===== src/rtl/serial_adder_driver_pkg.sv =====
// Shared definitions for the bit-serial adder driver: state encoding, default width and
// the pin map onto the external 1-bit fulladder.
package serial_adder_driver_pkg;

  localparam int unsigned DefaultWidth = 8;

  typedef enum logic [1:0] {
    StIdle = 2'd0,
    StRun  = 2'd1,
    StDone = 2'd2
  } state_e;

  // Fulladder pin IDs: inputs I_A/I_B/I_Y, outputs O_CARRY/O_SUM.
  localparam int unsigned FaInW      = 3;
  localparam int unsigned FaPinA     = 0;
  localparam int unsigned FaPinB     = 1;
  localparam int unsigned FaPinY     = 2;
  localparam int unsigned FaOutW     = 2;
  localparam int unsigned FaPinCarry = 0;
  localparam int unsigned FaPinSum   = 1;

endpackage


===== src/rtl/serial_shift_reg.sv =====
// Parallel-load, shift-right register with serial MSB input and async active-low clear.
module serial_shift_reg #(
  parameter int unsigned WIDTH = 8
) (
  input  logic             clk,
  input  logic             reset,
  input  logic             load,
  input  logic [WIDTH-1:0] load_val,
  input  logic             shift,
  input  logic             ser_in,
  output logic [WIDTH-1:0] q
);

  logic [WIDTH-1:0] q_q, q_d;

  always_comb begin
    q_d = q_q;
    if (load) begin
      q_d = load_val;
    end else if (shift) begin
      q_d = {ser_in, q_q[WIDTH-1:1]};
    end
  end

  always_ff @(posedge clk or negedge reset) begin
    if (!reset) begin
      q_q <= '0;
    end else begin
      q_q <= q_d;
    end
  end

  assign q = q_q;

endmodule


===== src/rtl/serial_adder_driver.sv =====
// Drives two WIDTH-bit operands LSB-first through an external 1-bit fulladder and
// gathers the returned sum bits into a parallel result with carry and signed overflow.
module serial_adder_driver
  import serial_adder_driver_pkg::*;
#(
  parameter int unsigned WIDTH = DefaultWidth
) (
  input  logic             clk,
  input  logic             reset,
  input  logic             in_valid,
  output logic             in_ready,
  input  logic [WIDTH-1:0] a,
  input  logic [WIDTH-1:0] b,
  input  logic             cin,
  input  logic             sub,
  output logic             out_valid,
  input  logic             out_ready,
  output logic [WIDTH-1:0] sum,
  output logic             cout,
  output logic             overflow,
  output logic             fa_a,
  output logic             fa_b,
  output logic             fa_y,
  input  logic             fa_c,
  input  logic             fa_s
);

  localparam int unsigned CNT_W = $clog2(WIDTH) + 1;
  localparam logic [CNT_W-1:0] LastBit = CNT_W'(WIDTH - 1);

  state_e           state_q, state_d;
  logic             carry_q, carry_d;
  logic             msb_cin_q, msb_cin_d;
  logic [CNT_W-1:0] cnt_q, cnt_d;

  logic [WIDTH-1:0] opa_q, opb_q, res_q;
  logic [FaInW-1:0]  fa_in;
  logic [FaOutW-1:0] fa_out;
  logic             accept, running;
  logic             unused_op_hi;

  assign accept  = in_valid && in_ready;
  assign running = (state_q == StRun);

  assign fa_out[FaPinCarry] = fa_c;
  assign fa_out[FaPinSum]   = fa_s;

  // Subtraction is A + ~B + ~borrow; only the operand register sees the inversion.
  serial_shift_reg #(
    .WIDTH(WIDTH)
  ) u_opa (
    .clk      (clk),
    .reset    (reset),
    .load     (accept),
    .load_val (a),
    .shift    (running),
    .ser_in   (1'b0),
    .q        (opa_q)
  );

  serial_shift_reg #(
    .WIDTH(WIDTH)
  ) u_opb (
    .clk      (clk),
    .reset    (reset),
    .load     (accept),
    .load_val (sub ? ~b : b),
    .shift    (running),
    .ser_in   (1'b0),
    .q        (opb_q)
  );

  serial_shift_reg #(
    .WIDTH(WIDTH)
  ) u_res (
    .clk      (clk),
    .reset    (reset),
    .load     (accept),
    .load_val ('0),
    .shift    (running),
    .ser_in   (fa_out[FaPinSum]),
    .q        (res_q)
  );

  assign unused_op_hi = ^{opa_q[WIDTH-1:1], opb_q[WIDTH-1:1]};

  always_ff @(posedge clk or negedge reset) begin
    if (!reset) begin
      state_q   <= StIdle;
      carry_q   <= 1'b0;
      msb_cin_q <= 1'b0;
      cnt_q     <= '0;
    end else begin
      state_q   <= state_d;
      carry_q   <= carry_d;
      msb_cin_q <= msb_cin_d;
      cnt_q     <= cnt_d;
    end
  end

  always_comb begin
    state_d   = state_q;
    carry_d   = carry_q;
    msb_cin_d = msb_cin_q;
    cnt_d     = cnt_q;
    unique case (state_q)
      StIdle: begin
        if (accept) begin
          state_d = StRun;
          carry_d = sub ? ~cin : cin;
          cnt_d   = '0;
        end
      end
      StRun: begin
        carry_d = fa_out[FaPinCarry];
        cnt_d   = cnt_q + 1'b1;
        if (cnt_q == LastBit) begin
          // Carry into the MSB, needed for signed overflow.
          msb_cin_d = carry_q;
          state_d   = StDone;
        end
      end
      StDone: begin
        if (out_ready) begin
          state_d = StIdle;
        end
      end
      default: state_d = StIdle;
    endcase
  end

  always_comb begin
    in_ready  = 1'b0;
    out_valid = 1'b0;
    sum       = '0;
    cout      = 1'b0;
    overflow  = 1'b0;
    fa_in     = '0;
    unique case (state_q)
      StIdle: in_ready = reset;
      StRun: begin
        fa_in[FaPinA] = opa_q[0];
        fa_in[FaPinB] = opb_q[0];
        fa_in[FaPinY] = carry_q;
      end
      StDone: begin
        out_valid = 1'b1;
        sum       = res_q;
        cout      = carry_q;
        overflow  = msb_cin_q ^ carry_q;
      end
      default: ;
    endcase
  end

  assign fa_a = fa_in[FaPinA];
  assign fa_b = fa_in[FaPinB];
  assign fa_y = fa_in[FaPinY];

endmodule


===== config.mk =====
export PLATFORM = sky130hd
export DESIGN_NAME = serial_adder_driver
export DESIGN_NICKNAME = d
export VERILOG_FILES = /design/src/rtl/serial_adder_driver_pkg.sv /design/src/rtl/serial_shift_reg.sv /design/src/rtl/serial_adder_driver.sv
export SDC_FILE = /design/constraint.sdc
export NUM_CORES = 1
export LEC_CHECK = 0
export CORE_UTILIZATION = 52
export DETAILED_ROUTE_END_ITERATION = 8
export GPL_ROUTABILITY_DRIVEN = 1
export GPL_TIMING_DRIVEN = 0
export PLACE_DENSITY = 0.95
export SKIP_CTS_REPAIR_TIMING = 1
export SYNTH_ARGS = -nofsm -noshare
export SYNTH_HDL_FRONTEND = slang
export SYNTH_SLANG_ARGS = --single-unit
export TNS_END_PERCENT = 10

===== constraint.sdc =====
create_clock -name clk -period 3.74 [get_ports clk]
set_input_delay 0.374 -clock clk [delete_from_list [all_inputs] [get_ports clk]]
set_output_delay 0.374 -clock clk [all_outputs]
set_load 0.1 [all_outputs]

Word-level counts from Yosys, hierarchy flattened
Cells that the tools add are included.
{ "word_totals": {"register_bits": 32, "out_inout_bits": 15} }
{ "op_classes": {"addsub": 1, "eq_ne": 6, "mux": 22, "bitwise": 3, "n_reduce_logical": 7} }
{ "op_table": {"columns": ["cell", "n"], "rows": [
  ["8-bit 2-to-1 mux", 8],
  ["8-bit NOT", 1],
  ["4-bit case mux with 2 select lines", 1],
  ["1-bit 2-to-1 mux", 6],
  ["2-bit 2-to-1 mux", 3],
  ["2-bit case mux with 3 select lines", 1],
  ["4-bit by 1-bit adder with 4-bit output, second input constant", 1],
  ["4-bit by 3-bit equality test with 1-bit output, second input constant", 1],
  ["4-bit 2-to-1 mux", 1],
  ["2-bit != test, second input constant", 2],
  ["2-bit AND reduction", 2],
  ["2-bit nonzero test", 2],
  ["3-bit 2-to-1 mux", 1],
  ["3-bit AND reduction", 1],
  ["2-bit by 1-bit equality test with 1-bit output, second input constant", 1],
  ["2-bit equality test, second input constant", 1],
  ["2-bit zero test", 1],
  ["2-bit by 1-bit != test with 1-bit output, second input constant", 1],
  ["1-bit case mux with 2 select lines", 1],
  ["1-bit logical AND", 1],
  ["1-bit NOT", 1],
  ["1-bit bitwise XOR", 1]
]} }

Longest topological paths before layout
{ "logic_depth": {"depth_word": 5, "ltp_mapped": 5} }

Modules after synthesis
A second synthesis with hierarchy kept.
{ "hier_totals": {"cells_unflattened": 164, "area_unflattened_um2": 1724.2} }
{ "modules_own_cells": {"columns": ["module", "n_inst", "cells_per_inst", "area_each_um2"], "rows": [
  ["serial_shift_reg", 3, 34, 372.9],
  ["serial_adder_driver", 1, 62, 605.6]
]} }

Least setup slack after synthesis
No wires, ideal clock.
{ "synth_path": {"kind": "register to output", "start": "register state_q[1]", "end": "output port in_ready", "arrival_ns": 2.624, "path_slack_ns": 0.742, "path_stages_with_launch": 2, "cell_sequence": "dfrtp_1 nor3b_1"} }
{ "synth_via": {"elab_chain_cells": 2} }
{ "synth_lines": {"columns": ["item", "line", "source"], "rows": [
  ["start, declared", "serial_adder_driver.sv:31", "state_e state_q, state_d;"],
  ["start signal, assigned", "serial_adder_driver.sv:89", "state_q <= StIdle;"],
  ["start signal, assigned", "serial_adder_driver.sv:94", "state_q <= state_d;"],
  ["2-bit zero test", "serial_adder_driver.sv:139", "unique case (state_q)"],
  ["1-bit 2-to-1 mux", "serial_adder_driver.sv:139", null],
  ["end, declared", "serial_adder_driver.sv:11", "output logic in_ready,"]
]} }
No other way between the ends.

Worst setup path after layout
{ "layout_path": {"start": "register state_q[1]", "end": "output port fa_y"} }
{ "layout_via": {"elab_chain_cells": 2} }
{ "layout_lines": {"columns": ["item", "line", "source"], "rows": [
  ["2-bit by 1-bit equality test with 1-bit output", "serial_adder_driver.sv:139", null],
  ["3-bit 2-to-1 mux", "serial_adder_driver.sv:139", null],
  ["end, declared", "serial_adder_driver.sv:23", "output logic fa_y,"]
]} }
No other way between the ends.

==> flow_metrics.env <==
export IMPL_synth_edf_count=0
export IMPL_worstSkewPairLatency_ps=330
export IMPL_synth_top_area_share_pct=50.55
export IMPL_nets=244
export IMPL_hpwl_microns=2428
export IMPL_vias_per_cell=5.570
export IMPL_wl_per_cell_microns=13.68
export IMPL_cp_start_kind="register"
export IMPL_netlist_cell_type_count=26
export IMPL_seqCellArea_sq_um=800.8
export IMPL_min_period_over_period_pct=82.07
export IMPL_post_place_ws_ps=906.3
export IMPL_diodes=0
export IMPL_synth_most_common_cell="nand2_1"
export IMPL_layout_drive_gt1_share_pct=10.00
export IMPL_r2r_start="cnt_q[0]$_DFFE_PN0P_"
export IMPL_cts_sinks=32
export IMPL_multi_input_area_sq_um=709.4
export IMPL_place_congestion=0.8456
export IMPL_detail_route_iter0_violations=101
export IMPL_drt_total_wl_microns=3433
export IMPL_power_frac_clock_pct=15.9
export IMPL_syn_nets=200
export IMPL_rsz0062_at_grt="no"
export IMPL_grt_max_degree=36
export IMPL_fp_coreArea_sq_um=2829
export IMPL_finalSetupViolCount=0
export IMPL_irDropWorstVdd_mv=0.5851
export IMPL_root_buffer="clkbuf_4"
export IMPL_yosysWarningCount=0
export IMPL_fillCellCount=215
export IMPL_fin_cells=251
export IMPL_slew_viol_final=0
export IMPL_clk_path_buf_depth=2
export IMPL_p_seq_share_pct=37.1
export IMPL_critPathMaxFanout=10
export IMPL_rr_endpoint="msb_cin_q$_DFFE_PN0P_"
export IMPL_placed_cells=243
export IMPL_maxCapViolCount=0
export IMPL_required_ps=3370
export IMPL_swShare_pct=43.74
export IMPL_cts_buffers=5
export IMPL_fin_crit_ps=3069
export IMPL_via_count=1398
export IMPL_synth_seq_cells=32
export IMPL_detail_route_antenna_nets=0
export IMPL_hold_slack_ps=92.94
export IMPL_crit_path_end_kind="output port"
export IMPL_syn_area_sq_um=1584
export IMPL_initial_core_util_pct=55.99
export IMPL_cp_arrival_ps=2700
export IMPL_hold_path_class="input port to async pin"
export IMPL_yosysTopAreaCell="dfrtp_1"
export IMPL_dpl_cell_area_sq_um=1988
export IMPL_die_h_microns=57.19
export IMPL_syn_to_final_growth_pct=30.57
export IMPL_synthCells=175
export IMPL_grt_pass1_vias=1324
export IMPL_reg2reg_depth=4
export IMPL_criticalPathCategory="register to output port"
export IMPL_synthFlopType="dfrtp_1"
export IMPL_fin_skew_ps=12.77
export IMPL_drc_errors=5
export IMPL_setup_ws_ps=670.7
export IMPL_clk_pin_slew_worst_paths_ps=110
export IMPL_cts_tree="done"
export IMPL_grt_overflow=0
export IMPL_max_slew_worst_pin_slew_ps=972.4
export IMPL_io_buffer_count=37
export IMPL_p_comb_share_pct=47.0
export IMPL_h_tree_depth=2
export IMPL_r2r_slack_ps=2350
export IMPL_final_area_sq_um=2068
export IMPL_p_int_uw=922.7
export IMPL_synth_avg_cell_area_sq_um=9.052
export IMPL_setup_tns_ps=0
export IMPL_firstDrtPassIters=6
export IMPL_grt_antenna_before_repair=0
export IMPL_die_w_microns=57.19
export IMPL_finalHoldViolCount=0
export IMPL_max_freq_ghz=0.3258
export IMPL_io_pins=39
export IMPL_synth_top_cells_by_count="45 x nand2_1, 32 x dfrtp_1, 16 x nor2_1, 12 x and2_1, 11 x a31oi_1"
export IMPL_status="complete, but fails checks"
export IMPL_gr_usage_all_layers_pct=23.39
export IMPL_grt_pass1_wl_microns=5858
export IMPL_slew_headroom_pct=34.97
export IMPL_violations="design-rule violations"
export IMPL_yosys_top_cells_area="dfrtp_1 51%, nand2_1 11%, and2_1 4.7%"
export IMPL_power_switching_uw=717.5
export IMPL_rows=19
export IMPL_seq_area_frac_synth_pct=50.55
export IMPL_leakage_uw=0.0009140
export IMPL_powerDensity_nw_per_um2=793.0
export IMPL_dieArea_sq_um=3271
export IMPL_async_flop_share_pct=100.0
[area by class of cell]
| class | instances | area share [%] |
|---|---|---|
| clock buffers | 5 | 1.815 |
| repair buffers | 37 | 17.66 |
| well taps | 31 | 1.875 |
| inverters | 1 | 0.1815 |
| multi-input cells | 130 | 34.30 |
| flip-flops and latches | 32 | 38.72 |
| clock inverters | 3 | 2.057 |
| plain buffers | 12 | 3.388 |
[worst max path at each step]
stage,startpoint,end,cells after the start
floorplan,state_q[1]$_DFFE_PN0P_,in_ready,1
global placement,reset,in_ready,3
detailed placement,reset,in_ready,3
CTS,state_q[1]$_DFFE_PN0P_,fa_y,5
global route,state_q[1]$_DFFE_PN0P_,fa_a,5
finish,state_q[1]$_DFFE_PN0P_,fa_y,5
[power groups by stage]
stage	Combinational, uW	Clock, uW	Sequential [uW]
after floorplan	597	0	582
after global placement	748	0	604
after detailed placement	768	0	615
after CTS	772	264	607
after global routing	843	280	631
final	771	260	609
[metal layers]
metal / up-vias / global-route usage [%] / wire length [microns]
met5: - / 0 / 0
met4: 0 / 9.756 / 34
met3: 5 / 5.215 / 193
met2: 46 / 37.48 / 1697
met1: 679 / 30.97 / 1509
li1: 668 / - / -
[state kept, by name, summed over array words and instances, names as in the netlist]
signal     flops
msb_cin_q      1
u_opb.q        8
u_opa.q        8
carry_q        1
u_res.q        8
cnt_q          4
state_q        2
[cells in the final DEF, fill, tap and decap left out]
cell type	n
a31oi_1	11
a221o_1	3
nand4bb_1	1
clkdlybuf4s50_1	36
xor2_1	5
buf_4	4
bufinv_16	1
xnor2_1	6
nand2_1	45
clkinv_2	1
mux2_2	1
and2_1	12
nor2_1	16
and3b_1	1
mux2_1	1
clkinvlp_4	1
mux2i_1	1
dfrtp_1	32
o21ai_1	3
nor3b_1	1
ha_1	1
inv_1	1
nand2b_1	2
o211ai_1	1
nor4bb_1	1
and2b_1	1
clkbuf_4	5
nand3_1	7
o21ai_0	2
a21oi_1	8
buf_2	9
[logic make-up after synthesis]
logic type / Yosys count / synth area share [%]
AND/OR/NAND/NOR: 87 / 25.04
adder cells (fa/ha/maj): 1 / 0.7898
AO/OA/AOI/OAI: 28 / 10.82
flip-flops: 32 / 50.55
XOR/XNOR: 11 / 6.082
buffers and inverters: 13 / 4.660
multiplexers: 3 / 2.054
[through the flow]
stage	util (%)	power, uW
finish	73.11	1640
global route	73.11	1754
CTS	73.11	1642
detailed placement	70.28	1383
global placement	70.46	1351
floorplan	-	1179
[worst max-delay path: stages (launching register included)]
cell and delay, ps:
dfrtp_1 430, and2b_1 240, buf_4 180, buf_2 240
and2_1 160, clkdlybuf4s50_1 1120
No activity file was read; power rests on OpenSTA's default activity.
